$ cat src/rtl/prod_accum_pkg.sv
// Shared definitions for the product accumulator stage that sits behind
// the 4x4 multiplier: FSM state encodings and the fixed product width.
package prod_accum_pkg;

  // Width of the multiplier result {Cout, Z[6:0]}; set by the multiplier itself.
  localparam int PROD_W = 8;

  // Accumulator FSM: collecting beats, or holding a finished frame result.
  typedef enum logic {
    S_ACC = 1'b0,
    S_OUT = 1'b1
  } state_e;

endpackage

$ cat src/rtl/prod_accum.sv
// Frame accumulator: sums the products arriving over a valid/ready handshake
// and presents the frame total, beat count and overflow flag on a registered
// result port. A frame closes on in_last or on its MAX_TERMS-th beat.
module prod_accum
  import prod_accum_pkg::*;
#(
  parameter int ACC_W     = 12,
  parameter int MAX_TERMS = 16
) (
  input  logic                             clk,
  input  logic                             rst_n,
  input  logic                             clr,
  input  logic [PROD_W-1:0]                in_prod,
  input  logic                             in_valid,
  input  logic                             in_last,
  output logic                             in_ready,
  output logic [ACC_W-1:0]                 res_data,
  output logic [$clog2(MAX_TERMS+1)-1:0]   res_count,
  output logic                             res_ovf,
  output logic                             res_valid,
  input  logic                             res_ready
);

  localparam int CNT_W = $clog2(MAX_TERMS + 1);
  localparam logic [CNT_W-1:0] LAST_CNT = CNT_W'(MAX_TERMS - 1);

  state_e           state_q, state_d;
  logic [ACC_W-1:0] acc_q, acc_d;
  logic [CNT_W-1:0] cnt_q, cnt_d;
  logic             ovf_q, ovf_d;
  logic [ACC_W-1:0] res_data_q, res_data_d;
  logic [CNT_W-1:0] res_count_q, res_count_d;
  logic             res_ovf_q, res_ovf_d;
  logic             res_valid_q, res_valid_d;

  logic             accept;
  logic             close;
  logic [ACC_W:0]   sum;
  logic [CNT_W-1:0] cnt_inc;
  logic             ovf_new;

  // A beat is taken only while collecting and not being aborted.
  assign in_ready = (state_q == S_ACC) && !clr;
  assign accept   = in_valid && in_ready;

  // One extra adder bit exposes the carry used as the sticky overflow source.
  assign sum      = {1'b0, acc_q} + {{(ACC_W + 1 - PROD_W){1'b0}}, in_prod};
  assign cnt_inc  = cnt_q + 1'b1;
  assign ovf_new  = ovf_q | sum[ACC_W];
  assign close    = in_last || (cnt_q == LAST_CNT);

  // Next-state logic: clr dominates; otherwise accumulate, close, or wait for the consumer.
  always_comb begin
    state_d     = state_q;
    acc_d       = acc_q;
    cnt_d       = cnt_q;
    ovf_d       = ovf_q;
    res_data_d  = res_data_q;
    res_count_d = res_count_q;
    res_ovf_d   = res_ovf_q;
    res_valid_d = res_valid_q;

    if (clr) begin
      acc_d       = '0;
      cnt_d       = '0;
      ovf_d       = 1'b0;
      res_valid_d = 1'b0;
      state_d     = S_ACC;
    end else begin
      case (state_q)
        S_ACC: begin
          if (accept) begin
            if (close) begin
              res_data_d  = sum[ACC_W-1:0];
              res_count_d = cnt_inc;
              res_ovf_d   = ovf_new;
              res_valid_d = 1'b1;
              acc_d       = '0;
              cnt_d       = '0;
              ovf_d       = 1'b0;
              state_d     = S_OUT;
            end else begin
              acc_d = sum[ACC_W-1:0];
              cnt_d = cnt_inc;
              ovf_d = ovf_new;
            end
          end
        end
        S_OUT: begin
          if (res_valid_q && res_ready) begin
            res_valid_d = 1'b0;
            state_d     = S_ACC;
          end
        end
        default: state_d = S_ACC;
      endcase
    end
  end

  // State and result registers with synchronous active-low reset.
  always_ff @(posedge clk) begin
    if (!rst_n) begin
      state_q     <= S_ACC;
      acc_q       <= '0;
      cnt_q       <= '0;
      ovf_q       <= 1'b0;
      res_data_q  <= '0;
      res_count_q <= '0;
      res_ovf_q   <= 1'b0;
      res_valid_q <= 1'b0;
    end else begin
      state_q     <= state_d;
      acc_q       <= acc_d;
      cnt_q       <= cnt_d;
      ovf_q       <= ovf_d;
      res_data_q  <= res_data_d;
      res_count_q <= res_count_d;
      res_ovf_q   <= res_ovf_d;
      res_valid_q <= res_valid_d;
    end
  end

  assign res_data  = res_data_q;
  assign res_count = res_count_q;
  assign res_ovf   = res_ovf_q;
  assign res_valid = res_valid_q;

endmodule

$ cat config.mk
export PLATFORM = sky130hd
export DESIGN_NAME = prod_accum
export DESIGN_NICKNAME = d
export VERILOG_FILES = /design/src/rtl/prod_accum_pkg.sv /design/src/rtl/prod_accum.sv
export SDC_FILE = /design/constraint.sdc
export NUM_CORES = 1
export LEC_CHECK = 0
export CAP_MARGIN = 15
export CORE_MARGIN = 3
export CORE_UTILIZATION = 45
export CTS_CLUSTER_SIZE = 10
export DETAILED_ROUTE_END_ITERATION = 10
export GPL_TIMING_DRIVEN = 1
export PLACE_DENSITY_LB_ADDON = 0.3
export SLEW_MARGIN = 30
export SYNTH_ARGS = -nofsm -noshare
export SYNTH_HDL_FRONTEND = slang
export SYNTH_SLANG_ARGS = --single-unit
$ cat constraint.sdc
create_clock -name clk -period 4.2 [get_ports clk]
set_input_delay 0.84 -clock clk [delete_from_list [all_inputs] [get_ports clk]]
set_output_delay 0.84 -clock clk [all_outputs]
set_load 0.05 [all_outputs]
== Yosys cells after proc, flatten, opt, wreduce, memory -nomap -nowiden ==
Cells that the tools add are included.
Operators by class
  $add $sub $neg: 2
  $mul: 0
  divide/modulo/power cells: 0
  order comparisons: 0
  equal/unequal tests: 4
  shift operators: 0
  multiplexer cells: 11
  bitwise gates (word level): 4
  reduce and logical (&&, ||, !) cells: 9
Operators by type and width (number)
  $add A12 B8 Y13: 1
  $mux W12: 1
  $mux W1: 7
  $add A5 B1 Y5 const B: 1
  $eq A5 B4 Y1 const B: 1
  $mux W5: 1
  $ne A2 B2 Y1 const B: 2
  $pmux W1 S2: 2
  $reduce_and A4 Y1: 1
  $logic_and A1 B1 Y1: 3
  $not A1 Y1: 3
  $reduce_and A3 Y1: 1
  $ne A2 B1 Y1 const B: 1
  $reduce_and A2 Y1: 1
  $reduce_or A2 Y1: 1
  $logic_not A1 Y1: 1
  $logic_or A1 B1 Y1: 1
  $or A1 B1 Y1: 1
Storage, ports and cells
  register bits after elaboration: 38
  latch bits: 0
  bits in writable memories: 0
  memory bits (read-only): 0
  input port bits: 14
  output and inout port bits: 20
  logic and storage cells: 38
  memories kept: 0

== Longest topological paths before layout ==
  depth after elaboration: 5
  mapped depth: 9
  gate-level depth less buffers: 8

== Worst setup path after synthesis ==
OpenSTA, ideal clock, no wires.
  path type: input to register
  from: input in_prod[0]
  to: register res_data_q[10] (netlist: res_data[10])
  library setup time: 0.074 ns
  arrival time: 2.537 ns
  data required time: 4.126 ns
  path slack: 1.589 ns
  stages: 7
  path buffers: 0
  cell sequence: ha_1 fa_1 a211oi_1 o21ai_2 a221oi_2 o21ai_0 a31oi_1
Between the ends
  longest elaborated chain between the ends: 1
RTL lines
  from (decl): RTL line prod_accum.sv:13  | input logic [PROD_W-1:0] in_prod,
  $add A12 B8 Y13: RTL line prod_accum.sv:47  | assign sum = {1'b0, acc_q} + {{(ACC_W + 1 - PROD_W){1'b0}}, in_prod};
  to (signal assigned): RTL line prod_accum.sv:116  | res_data_q <= res_data_d;
  to (decl): RTL line prod_accum.sv:31  | logic [ACC_W-1:0] res_data_q, res_data_d;
Every way passes these cells.
A chain may end at the register's enable or synchronous reset.

== Worst setup path in the final report ==
  from: input clr
  to: output in_ready
Between the ends
  longest elaborated chain between the ends: 2
RTL lines
  from (decl): RTL line prod_accum.sv:12  | input logic clr,
  $logic_not A1 Y1: RTL line prod_accum.sv:43  | assign in_ready = (state_q == S_ACC) && !clr;
  $logic_and A1 B1 Y1: RTL line prod_accum.sv:43
  to (decl): RTL line prod_accum.sv:16  | output logic in_ready,
Every way passes these cells.

==> flow_summary.yaml <==
placement:
  place_area_sq_um: 2290
  dp.final_hpwl_microns: 3180
  port_buffers: 33
  place.gp.congestion: 0.837
  dp_slack_ns: 0.955
routing:
  wl_per_cell_microns: 14.6
  routed_via_density: 5.79
  vias: 1782
  drtIter0Drc: 185
  drt-total-wl_microns: 4500
  antenna_left: 0
  post-route-drc-count: 0
  drt_first_pass_iters: 4
sta:
  tightestPinTransition_ns: 0.564
  clock_skew_ns: 0.00615
  setup_viol: 0
  rsz0062_at_grt: "no"
  hold_viol_final: 0
  slew_headroom_pct: 62.4
  period_share_pct: 73.7
  holdWs_ns: 0.460
  report.final.slew_viol_count: 0
  layout_setup_ws_ns: 1.10
  timing.fmax_mhz: 323
  tns_ns: 0
  min_period_ns: 3.10
floorplan:
  fp-row-count: 23
  ioPinCount: 34
  die_area_sq_um: 5130
  fp.coreArea_sq_um: 4090
  initial_core_util_pct: 47.4
  die_y_microns: 71.6
  die_w_microns: 71.6
yosys:
  yosysSeqAreaShare_pct: 39.3
  synth_seq_cells: 38
  synth_edf_count: 0
  synth_warnings: 0
  syn_area_sq_um: 1940
  yosysTopAreaCellShare_pct: 39.3
  yosys.area.top_type: "dfxtp_1"
  synth_most_common_cell: "dfxtp_1"
  async_flop_share_pct: 0
  synth_cell_types: 45
  synth_common_cells: "dfxtp_1 (38), nand2_1 (29), nor2_1 (18), a21oi_1 (14), nand3_1 (14)"
  synthesis.nets: 250
  ys.flop_type: "dfxtp_1"
  synth_area_per_cell_sq_um: 8.61
  syn_inst: 225
  synth.area.top_cells: "dfxtp_1 (39%), ha_1 (6.5%), nand2_1 (5.6%)"
pwr:
  p_clk_share_pct: 38.6
  peakVddDrop_mv: 0.211
  powerDensity_nw_per_um2: 329
  power.leakage_uw: 0.000947
  p_sw_share_pct: 25.5
  p_comb_share_pct: 14.2
  switching_power_uw: 201
  intPower_uw: 589
  seqPwrFrac_pct: 47.2
cts:
  cts_buffers: 5
  cts_buffer_depth: 2
  hold_buffers: 0
  postCtsSetupBuffers: 0
  cts_root_buf: "clkbuf_8"
  ctsResizeCount: 0
  cts_tree: "done"
  worstSkewPairLatency_ns: 0.29
  cts_sinks: 38
  clk_pin_slew_ns: 0.07
  htreeDepth: 2
global_route:
  grt_max_degree: 25
  grt_pass1_wl_microns: 7540
  gr-usage-all-layers_pct: 18.5
  grt.overflow.total: 0
  grt_pass1_vias: 1663
  antenna_found_initial: 0
setup_path:
  endpoint_kind: "output port"
  critPathArrivalTime_ns: 2.26
  r2r-end: "acc_q[10]$_SDFFE_PP0P_"
  r2r-start: "cnt_q[0]$_SDFFE_PP0P_"
  startpoint_type: "primary input"
  required_ns: 3.36
  critical_path.max_fanout: 4
  critical_path_class: "primary input to output port"
  ff2ff_setup_slack_ns: 1.80
  r2r_cells: 7
cells_and_area:
  area_delta_synth_final_pct: 23.9
  num-nets-final: 282
  fin_area_sq_um: 2400
  diodes: 0
  drive_above_1_share_pct: 6.20
min_path:
  min_path_cells: 2
  hp-class: "flop to flop"
  hold_start: "res_data[6]$_SDFFE_PN0P_"
  min_to: "res_data[6]$_SDFFE_PN0P_"
outcome:
  status: "complete, no violations"
flow_run:
  max-cap-violations: 0
## power groups by stage
stage | sequential (uW) | clock (uW) | combinational (uW)
5_1_grt | 374 | 324 | 121
3_3_place_gp | 382 | 0 | 111
4_1_cts | 374 | 310 | 112
3_5_place_dp | 382 | 0 | 112
6_report | 373 | 305 | 112
2_1_floorplan | 405 | 0 | 48.9
## flip-flops by register name, indices dropped and copies added (netlist names)
register and cells:
res_count 5, ovf_q 1, res_data 12, acc_q 12
res_valid 1, res_ovf 1, state_q 1, cnt_q 5
## metal layers
metal  part of all wire (%)  track usage, %  up-vias  wire, microns
met5                      0               0        -              0
met4                    1.8            8.14        0             82
met3                    6.9            5.33        9            310
met2                     43            26.6       59           1950
met1                     48            25.6      830           2160
li1                       -               -      884              -
## cell type report
cell class	instances	area, sq um
fillers	385	1690
multi-input cells	173	1100
flip-flops and latches	38	761
repair buffers	37	360
clock buffers	7	76.3
well taps	50	62.6
clock inverters	1	30.0
inverters	2	7.51
## logic make-up after synthesis
family,share of synthesized area [%]
DFF,39.3
xor gates and xnor gates,3.17
adders and majority gates,7.49
and+or+nand+nor,23.2
buffers and inverters,3.81
AOI/OAI and AO/OA,23.1
## how the worst max path moves through the flow
stage                     slack [ns]                   endpoint  startpoint  depth (start not counted)
after floorplan                 1.59  res_data[10]$_SDFFE_PN0P_  in_prod[0]                          7
after global placement          1.01  res_data[10]$_SDFFE_PN0P_  in_prod[0]                          8
after detailed placement        0.95     acc_q[10]$_SDFFE_PP0P_  in_prod[0]                          8
after CTS                       1.10                   in_ready         clr                          3
after global routing            1.04                   in_ready         clr                          3
final                           1.10                   in_ready         clr                          3
## through the flow
stage / instances / power (uW) / util, %
2_1_floorplan: 225 / 454 / -
3_5_place_dp: 300 / 494 / 56.1
3_3_place_gp: 300 / 493 / 56.1
5_1_grt: 308 / 818 / 58.7
4_1_cts: 308 / 796 / 58.7
6_report: 308 / 791 / 58.7
## layout by cell type, fill, tap and decap left out, types with 4 or more instances in the layout
cell / synthesis / final
a21o_1: 6 / 6
a31oi_1: 5 / 5
nand3_1: 14 / 14
a21boi_0: 6 / 6
or3_1: 5 / 5
xnor2_1: 4 / 4
buf_4: 3 / 4
o21ai_0: 9 / 9
o211a_1: 5 / 5
ha_1: 10 / 10
nand2_1: 29 / 29
nand4_1: 4 / 4
a21oi_1: 14 / 14
clkbuf_8: 0 / 5
clkdlybuf4s50_1: 0 / 33
a22oi_1: 6 / 6
nor2_1: 18 / 18
dfxtp_1: 38 / 38
## critical path, cell delays in order
cell and delay, ns:
clkdlybuf4s50_1 0.46, nor2_1 0.14, clkdlybuf4s50_1 0.82
Power figures use the tool's default switching activity.
